### src/rtl/cpu_defs_pkg.sv
// ---------------------------------------------------------------------------
// cpu_defs_pkg
//
// Types and constants shared by the fetch/decode side of the dual-issue
// pipeline. The instruction FIFO stores one fifo_entry_t per fetched
// instruction.
//
// Contents:
//   fifo_entry_t     - {pc, inst} pair kept in each FIFO slot
//   INST_FIFO_DEPTH  - default number of FIFO entries
//   pair_count()     - turns a (slot1, slot2) enable pair into 0/1/2, where
//                      slot 2 only counts when slot 1 is also enabled
// ---------------------------------------------------------------------------
package cpu_defs_pkg;

    typedef struct packed {
        logic [31:0] pc;
        logic [31:0] inst;
    } fifo_entry_t;

    localparam int INST_FIFO_DEPTH = 16;

    // Slot 2 is meaningless without slot 1, so {1,1} -> 2, {1,0} -> 1,
    // and anything with en1 low -> 0.
    function automatic logic [1:0] pair_count(input logic en1, input logic en2);
        return {en1 & en2, en1 & ~en2};
    endfunction

endpackage

### src/rtl/inst_fifo_if.sv
// ---------------------------------------------------------------------------
// inst_fifo_if
//
// Bundles the fetch-side push port, the decode-side pop port and the status
// flags of the instruction FIFO.
//
// Modports:
//   master - the pipeline side: drives write_*/read_en*, observes read data
//            and the empty/full flags
//   slave  - the FIFO itself
//
// Signals:
//   write_en1/2, write_inst1/2, write_pc1/2  push up to two instructions
//   read_en1/2                               consume up to two instructions
//   read_inst1/2, read_pc1/2                 head and head+1 entries
//   read_valid1/2                            head / head+1 entry present
//   fifo_empty, fifo_full                    status (full = two-wide push
//                                            might not fit)
// ---------------------------------------------------------------------------
interface inst_fifo_if;

    logic        write_en1;
    logic        write_en2;
    logic [31:0] write_inst1;
    logic [31:0] write_inst2;
    logic [31:0] write_pc1;
    logic [31:0] write_pc2;

    logic        read_en1;
    logic        read_en2;
    logic [31:0] read_inst1;
    logic [31:0] read_inst2;
    logic [31:0] read_pc1;
    logic [31:0] read_pc2;
    logic        read_valid1;
    logic        read_valid2;

    logic        fifo_empty;
    logic        fifo_full;

    modport master (
        output write_en1, write_en2, write_inst1, write_inst2, write_pc1, write_pc2,
        output read_en1, read_en2,
        input  read_inst1, read_inst2, read_pc1, read_pc2,
        input  read_valid1, read_valid2, fifo_empty, fifo_full
    );

    modport slave (
        input  write_en1, write_en2, write_inst1, write_inst2, write_pc1, write_pc2,
        input  read_en1, read_en2,
        output read_inst1, read_inst2, read_pc1, read_pc2,
        output read_valid1, read_valid2, fifo_empty, fifo_full
    );

endinterface

### src/rtl/inst_fifo.sv
// ---------------------------------------------------------------------------
// inst_fifo
//
// Two-in / two-out decoupling buffer between instruction fetch and decode.
// Up to two {pc, inst} pairs are pushed per cycle and up to two are offered
// to decode per cycle. fifo_full is the hold condition for PC generation:
// while it is high, fetch re-requests the same PC.
//
// Parameters:
//   DEPTH   number of entries, power of two, >= 4
//   ADDR_W  pointer width
//
// Ports:
//   clk     rising-edge clock
//   rst     asynchronous, active-low reset
//   flush   synchronous clear (redirect / mispredict / exception); wins over
//           any same-cycle push or pop
//   fifo    inst_fifo_if.slave bundle (push, pop, read data, status)
//
// Optional feature, enabled with `define INST_FIFO_PERF_EN:
//   perf_full_cycles   cycles spent with fifo_full = 1  (saturating)
//   perf_empty_cycles  cycles spent with fifo_empty = 1 (saturating)
//   Both clear on rst only; flush leaves them alone.
// ---------------------------------------------------------------------------
module inst_fifo
    import cpu_defs_pkg::*;
#(
    parameter int DEPTH  = INST_FIFO_DEPTH,
    parameter int ADDR_W = $clog2(DEPTH)
) (
    input  logic       clk,
    input  logic       rst,
    input  logic       flush,
    inst_fifo_if.slave fifo
`ifdef INST_FIFO_PERF_EN
    ,
    output logic [31:0] perf_full_cycles,
    output logic [31:0] perf_empty_cycles
`endif
);

    // Storage is deliberately not reset; validity comes only from count.
    fifo_entry_t       mem [DEPTH];

    logic [ADDR_W-1:0] wr_ptr;
    logic [ADDR_W-1:0] rd_ptr;
    logic [ADDR_W:0]   count;

    logic [ADDR_W-1:0] wr_ptr_p1;
    logic [ADDR_W-1:0] rd_ptr_p1;

    logic [ADDR_W:0]   nwr;
    logic [ADDR_W:0]   nrd_req;
    logic [ADDR_W:0]   nrd;
    logic [ADDR_W:0]   count_after_pop;
    logic [ADDR_W:0]   nwr_acc;
    logic              push_ok;
    logic              do_push;

    logic              is_empty;
    logic              is_full;

    assign wr_ptr_p1 = wr_ptr + ADDR_W'(1);
    assign rd_ptr_p1 = rd_ptr + ADDR_W'(1);

    // Requested push/pop widths; the second slot only counts with the first.
    assign nwr     = (ADDR_W+1)'(pair_count(fifo.write_en1, fifo.write_en2));
    assign nrd_req = (ADDR_W+1)'(pair_count(fifo.read_en1, fifo.read_en2));

    // Popping more than is stored would underflow; clip to what is there.
    assign nrd = (nrd_req > count) ? count : nrd_req;

    // A push is all-or-nothing: it is taken only if it fits after this
    // cycle's pops have freed their slots.
    assign count_after_pop = count - nrd;
    assign push_ok         = (count_after_pop + nwr) <= (ADDR_W+1)'(DEPTH);
    assign nwr_acc         = push_ok ? nwr : '0;
    assign do_push         = push_ok && !flush;

    // Pointer and occupancy update. Flush discards the whole cycle's traffic.
    always_ff @(posedge clk or negedge rst) begin
        if (!rst) begin
            wr_ptr <= '0;
            rd_ptr <= '0;
            count  <= '0;
        end else if (flush) begin
            wr_ptr <= '0;
            rd_ptr <= '0;
            count  <= '0;
        end else begin
            wr_ptr <= wr_ptr + ADDR_W'(nwr_acc);
            rd_ptr <= rd_ptr + ADDR_W'(nrd);
            count  <= count_after_pop + nwr_acc;
        end
    end

    // Entry writes. Slot 2 lands at wr_ptr+1, which wraps naturally, so a
    // pair straddling the last index simply splits across the end.
    always_ff @(posedge clk) begin
        if (do_push && fifo.write_en1) begin
            mem[wr_ptr] <= '{pc: fifo.write_pc1, inst: fifo.write_inst1};
        end
        if (do_push && fifo.write_en1 && fifo.write_en2) begin
            mem[wr_ptr_p1] <= '{pc: fifo.write_pc2, inst: fifo.write_inst2};
        end
    end

    // Read side and flags depend on registered state only (no write bypass).
    assign is_empty = (count == '0);
    assign is_full  = (count >= (ADDR_W+1)'(DEPTH - 2));

    assign fifo.read_pc1    = mem[rd_ptr].pc;
    assign fifo.read_inst1  = mem[rd_ptr].inst;
    assign fifo.read_pc2    = mem[rd_ptr_p1].pc;
    assign fifo.read_inst2  = mem[rd_ptr_p1].inst;
    assign fifo.read_valid1 = !is_empty;
    assign fifo.read_valid2 = (count >= (ADDR_W+1)'(2));
    assign fifo.fifo_empty  = is_empty;
    assign fifo.fifo_full   = is_full;

`ifdef INST_FIFO_PERF_EN
    // Occupancy statistics; they saturate instead of wrapping so a long run
    // never reports a misleadingly small number.
    always_ff @(posedge clk or negedge rst) begin
        if (!rst) begin
            perf_full_cycles  <= '0;
            perf_empty_cycles <= '0;
        end else begin
            if (is_full && (perf_full_cycles != '1)) begin
                perf_full_cycles <= perf_full_cycles + 32'd1;
            end
            if (is_empty && (perf_empty_cycles != '1)) begin
                perf_empty_cycles <= perf_empty_cycles + 32'd1;
            end
        end
    end
`endif

endmodule

### src/flat_wrapper.sv
// flat-port wrapper written by rule: the top's interface ports become plain ports
module inst_fifo_flat import cpu_defs_pkg::*;
#(
    parameter int DEPTH  = INST_FIFO_DEPTH,
    parameter int ADDR_W = $clog2(DEPTH)
)
  (clk, rst, flush, fifo_write_en1, fifo_write_en2, fifo_write_inst1, fifo_write_inst2, fifo_write_pc1, fifo_write_pc2, fifo_read_en1, fifo_read_en2, fifo_read_inst1, fifo_read_inst2, fifo_read_pc1, fifo_read_pc2, fifo_read_valid1, fifo_read_valid2, fifo_fifo_empty, fifo_fifo_full);
  inst_fifo_if fifo_i ();
  input  logic clk;
  input  logic rst;
  input  logic flush;
  input wire logic [$bits(fifo_i.write_en1)-1:0] fifo_write_en1;
  input wire logic [$bits(fifo_i.write_en2)-1:0] fifo_write_en2;
  input wire logic [$bits(fifo_i.write_inst1)-1:0] fifo_write_inst1;
  input wire logic [$bits(fifo_i.write_inst2)-1:0] fifo_write_inst2;
  input wire logic [$bits(fifo_i.write_pc1)-1:0] fifo_write_pc1;
  input wire logic [$bits(fifo_i.write_pc2)-1:0] fifo_write_pc2;
  input wire logic [$bits(fifo_i.read_en1)-1:0] fifo_read_en1;
  input wire logic [$bits(fifo_i.read_en2)-1:0] fifo_read_en2;
  output wire logic [$bits(fifo_i.read_inst1)-1:0] fifo_read_inst1;
  output wire logic [$bits(fifo_i.read_inst2)-1:0] fifo_read_inst2;
  output wire logic [$bits(fifo_i.read_pc1)-1:0] fifo_read_pc1;
  output wire logic [$bits(fifo_i.read_pc2)-1:0] fifo_read_pc2;
  output wire logic [$bits(fifo_i.read_valid1)-1:0] fifo_read_valid1;
  output wire logic [$bits(fifo_i.read_valid2)-1:0] fifo_read_valid2;
  output wire logic [$bits(fifo_i.fifo_empty)-1:0] fifo_fifo_empty;
  output wire logic [$bits(fifo_i.fifo_full)-1:0] fifo_fifo_full;
  assign fifo_i.write_en1 = fifo_write_en1;
  assign fifo_i.write_en2 = fifo_write_en2;
  assign fifo_i.write_inst1 = fifo_write_inst1;
  assign fifo_i.write_inst2 = fifo_write_inst2;
  assign fifo_i.write_pc1 = fifo_write_pc1;
  assign fifo_i.write_pc2 = fifo_write_pc2;
  assign fifo_i.read_en1 = fifo_read_en1;
  assign fifo_i.read_en2 = fifo_read_en2;
  assign fifo_read_inst1 = fifo_i.read_inst1;
  assign fifo_read_inst2 = fifo_i.read_inst2;
  assign fifo_read_pc1 = fifo_i.read_pc1;
  assign fifo_read_pc2 = fifo_i.read_pc2;
  assign fifo_read_valid1 = fifo_i.read_valid1;
  assign fifo_read_valid2 = fifo_i.read_valid2;
  assign fifo_fifo_empty = fifo_i.fifo_empty;
  assign fifo_fifo_full = fifo_i.fifo_full;
  inst_fifo #(.DEPTH(DEPTH), .ADDR_W(ADDR_W)) u_core (.clk(clk), .rst(rst), .flush(flush), .fifo(fifo_i));
endmodule
### config.mk
export PLATFORM = sky130hd
export DESIGN_NAME = inst_fifo_flat
export DESIGN_NICKNAME = d
export VERILOG_FILES = /design/src/rtl/cpu_defs_pkg.sv /design/src/rtl/inst_fifo_if.sv /design/src/rtl/inst_fifo.sv /design/src/flat_wrapper.sv
export SDC_FILE = /design/constraint.sdc
export NUM_CORES = 2
export LEC_CHECK = 0
export BUFFER_PORTS_ARGS = -buffer_cell sky130_fd_sc_hd__buf_4
export CAP_MARGIN = 10
export CORE_MARGIN = 10
export CORE_UTILIZATION = 45
export DETAILED_ROUTE_END_ITERATION = 12
export PLACE_DENSITY = 0.59
export SETUP_SLACK_MARGIN = 0.2
export SYNTH_ARGS = -nofsm -noshare
export SYNTH_HDL_FRONTEND = slang
export SYNTH_SLANG_ARGS = --single-unit
### constraint.sdc
create_clock -name clk -period 23.1 [get_ports clk]
set_clock_uncertainty 0.05 [all_clocks]
set_input_delay 4.62 -clock clk [delete_from_list [all_inputs] [get_ports clk]]
set_output_delay 4.62 -clock clk [all_outputs]
set_load 0.01 [all_outputs]
==> results.py <==
metrics = {
    "global_routing": {
        "grt_max_degree": 155,
        "grt_pass1_vias": 43010,
        "grt_use_total_pct": 30.27,
        "grt.overflow.total": 0,
        "grt_pass1_wl_mm": 324.0,
        "antenna_found_initial": 25,
    },
    "synthesis": {
        "synth_top_family_by_area": "multiplexers",
        "yosysUniqueCellTypes": 42,
        "yosysSeqAreaShare_pct": 51.98,
        "synthCells": 3936,
        "avgSynthCellArea_um2": 15.19,
        "yosys.area_share.simple_pct": 2.434,
        "ys.flop_type": "edfxtp_1",
        "synthAdderAreaFrac_pct": 0.4604,
        "synth-xor-area-share_pct": 0.1465,
        "syn_area_um2": 59780,
        "ys_warn_count": 0,
        "synth_edf_count": 1024,
        "ys_ff_latch": 1037,
        "synth_compound_area_share_pct": 16.54,
        "synthMuxAreaShare_pct": 24.14,
        "syn_nets": 4090,
        "synthArstFlopShare_pct": 1.254,
    },
    "worst_hold_path": {
        "hp-class": "reg2reg",
        "hold_start": "u_core.wr_ptr[3]",
    },
    "worst_setup_path": {
        "critPathMaxFanout": 94,
        "crit_path_start_kind": "input pin",
        "worstPathArrival_ns": 11.28,
        "crit_type": "in2reg",
        "critPathLaunch": "fifo_read_en1",
        "rr_startpoint": "u_core.count[1]",
        "end_kind": "flip-flop",
        "required_ns": 23.61,
    },
    "placement": {
        "io_buffers": 266,
        "dp_hpwl_mm": 125.1,
        "placed_cells": 5572,
        "gp_congestion": 0.8317,
    },
    "clock_tree": {
        "clock_latency_ns": 0.72,
        "cts.sinks": 1037,
        "clock_path_buffers": 3,
        "cts_inserted_buffers": 113,
        "path_clk_slew_ns": 0.06,
        "ctsHtreeMaxLevel": 3,
        "cts_root_buffer": "clkbuf_16",
        "cts_tree": "built",
        "post-cts-setup-buffers": 0,
        "ctsHoldBuffers": 0,
        "ctsResizeCount": 0,
    },
    "routing": {
        "drc": 0,
        "avgViaCountPerCell": 7.447,
        "drtPass1Iterations": 6,
        "ant_nets": 0,
        "post_drt_wl_per_cell_um": 39.59,
        "drtIter0Drc": 6806,
        "wirelength_mm": 229.3,
        "vias": 43130,
    },
    "power_and_ir_drop": {
        "p_leak_nw": 19.55,
        "power.density_nw_per_um2": 113.3,
        "peakVddDrop_mv": 0.1144,
    },
    "timing": {
        "slew_violations": 0,
        "holdWs_ns": 0.5730,
        "hold_viol": 0,
        "post-route-period-util_pct": 46.66,
        "worstMarginPinSlew_ns": 1.287,
        "setup_viol": 0,
        "fmax_mhz": 92.78,
        "grt_setup_unrepaired": "false",
        "fin_crit_ns": 10.78,
        "tns_ns": 0,
        "maxSlewHeadroom_pct": 14.21,
    },
    "outcome": {
        "status": "completed",
    },
    "final_layout": {
        "drive_above_1_share_pct": 31.57,
        "seq_area_um2": 31090,
        "final_nets": 4086,
        "multi_input_area_um2": 26400,
        "area_growth_pct": 10.66,
        "fill_cells": 11120,
        "final_cells": 5792,
        "fin_util_pct": 50.20,
    },
    "flow_run": {
        "cap_violations": 0,
    },
    "die": {
        "pin_count": 267,
        "die_w_um": 384.5,
        "core_um2": 131800,
        "dieHeight_um": 384.5,
        "initial_core_util_pct": 45.36,
        "fp-row-count": 133,
        "fp.dieArea_um2": 147800,
    },
}
logic make-up (layout without fill, tap and decap cells):
logic type               Yosys count  in the layout
adder cells (fa/ha/maj)           19             19
AND/OR/NAND/NOR                  352            352
XOR/XNOR                          10             10
buffers and inverters            510            594
flip-flops                      1037           1037
other                              1             18
multiplexers                     642            642
AO/OA/AOI/OAI                   1365           1365
cells in the final DEF (no fill, tap or decap), types with 11 or more instances in the layout:
master | Yosys | layout
buf_4 | 37 | 373
o2bb2ai_1 | 644 | 644
nand2_1 | 268 | 263
o2bb2ai_2 | 60 | 60
edfxtp_1 | 1024 | 1024
nand3b_1 | 11 | 11
clkbuf_16 | 0 | 114
clkbuf_1 | 277 | 26
nor2_4 | 0 | 16
inv_1 | 13 | 13
nor2_1 | 33 | 17
diode_2 | 0 | 17
clkinv_1 | 0 | 26
ha_1 | 14 | 13
o21ai_1 | 50 | 51
o21ai_0 | 592 | 591
clkinv_2 | 0 | 23
mux4_2 | 640 | 640
worst max-delay path: stages:
cell and delay, ns:
buf_4 0.11, and2_1 0.16, ha_1 0.29, a21oi_1 0.06, a211o_1 0.26, mux2i_1 0.21, ha_1 0.21, inv_1 0.06
fa_1 0.53, fa_1 0.52, or2_2 0.12, nor2_1 0.05, a211o_1 0.30, a211oi_4 0.23, buf_4 0.28, buf_4 0.81
nand3b_1 0.84, buf_4 0.63, buf_4 0.67, o2bb2ai_1 0.20
power breakdown:
group	total, W	switching [W]	internal (W)	leakage, nW
Combinational	0.00348	0.00191	0.00157	8.44
Sequential	0.00224	0.0000641	0.00218	9.40
Clock	0.00178	0.000778	0.000998	1.71
Total	0.00749	0.00275	0.00474	19.6
routing by layer:
layer / wire [um] / track usage (%) / vias up / share of wire, %
li1: - / - / 16650 / -
met1: 83910 / 40.10 / 22480 / 37
met2: 108000 / 47.79 / 3414 / 47
met3: 26170 / 6.491 / 576 / 11
met4: 11140 / 13.82 / 16 / 4.9
met5: 113 / 0 / - / 0.049
final cells by class:
class | instances | share of cell area, %
well taps | 1755 | 3.319
clock inverters | 63 | 0.8057
diodes | 17 | 0.06430
clock buffers | 140 | 4.460
flip-flops and latches | 1037 | 46.99
repair buffers | 378 | 4.384
inverters | 13 | 0.07376
multi-input cells | 2389 | 39.90
flip-flops by register name, indices dropped and copies added (netlist names):
register,cells
u_core.wr_ptr,4
u_core.mem,1024
u_core.rd_ptr,4
u_core.count,5
final timing paths:
kind | depth (start not counted) | slack, ns | endpoint
max | 20 | 12.32 | u_core.mem[10][38]
min | 2 | 0.57 | u_core.wr_ptr[3]
max in group asynchronous | 1 | 19.09 | u_core.rd_ptr[3]
max reg2reg | 19 | 15.90 | u_core.mem[10][38]
min in group asynchronous | 1 | 3.70 | u_core.count[1]
min reg2reg | 2 | 0.57 | u_core.wr_ptr[3]
cells in the mapped netlist, drive strengths merged (2+ instances only):
| cell | count | area share, % |
|---|---|---|
| a21o | 2 | 0.025 |
| and2 | 3 | 0.031 |
| mux4 | 640 | 24 |
| dfrtp | 13 | 0.54 |
| clkbuf | 287 | 1.8 |
| or3 | 4 | 0.042 |
| xnor2 | 7 | 0.10 |
| a21oi | 9 | 0.075 |
| nand3b | 11 | 0.14 |
| ha | 14 | 0.29 |
| o21ai | 642 | 5.4 |
| nor3 | 10 | 0.084 |
| nor2 | 33 | 0.21 |
| inv | 13 | 0.082 |
| xor2 | 3 | 0.044 |
| mux2i | 2 | 0.033 |
| a211o | 2 | 0.029 |
| nor2b | 7 | 0.073 |
| nand2b | 12 | 0.13 |
| buf | 210 | 2.4 |
| fa | 5 | 0.17 |
| nand2 | 268 | 1.7 |
| o2bb2ai | 704 | 11 |
| edfxtp | 1024 | 51 |
per-stage QoR:
stage / total power, W / area (um2) / setup slack (ns)
final: 0.007493 / 66160 / 12.32
after CTS: 0.007508 / 66110 / 12.37
after detailed placement: 0.005750 / 62630 / 11.61
after floorplan: 0.004468 / 59780 / 9.956
after global placement: 0.005742 / 62630 / 11.65
after global routing: 0.007731 / 66150 / 12.05
(Power assumes the default switching activity.)
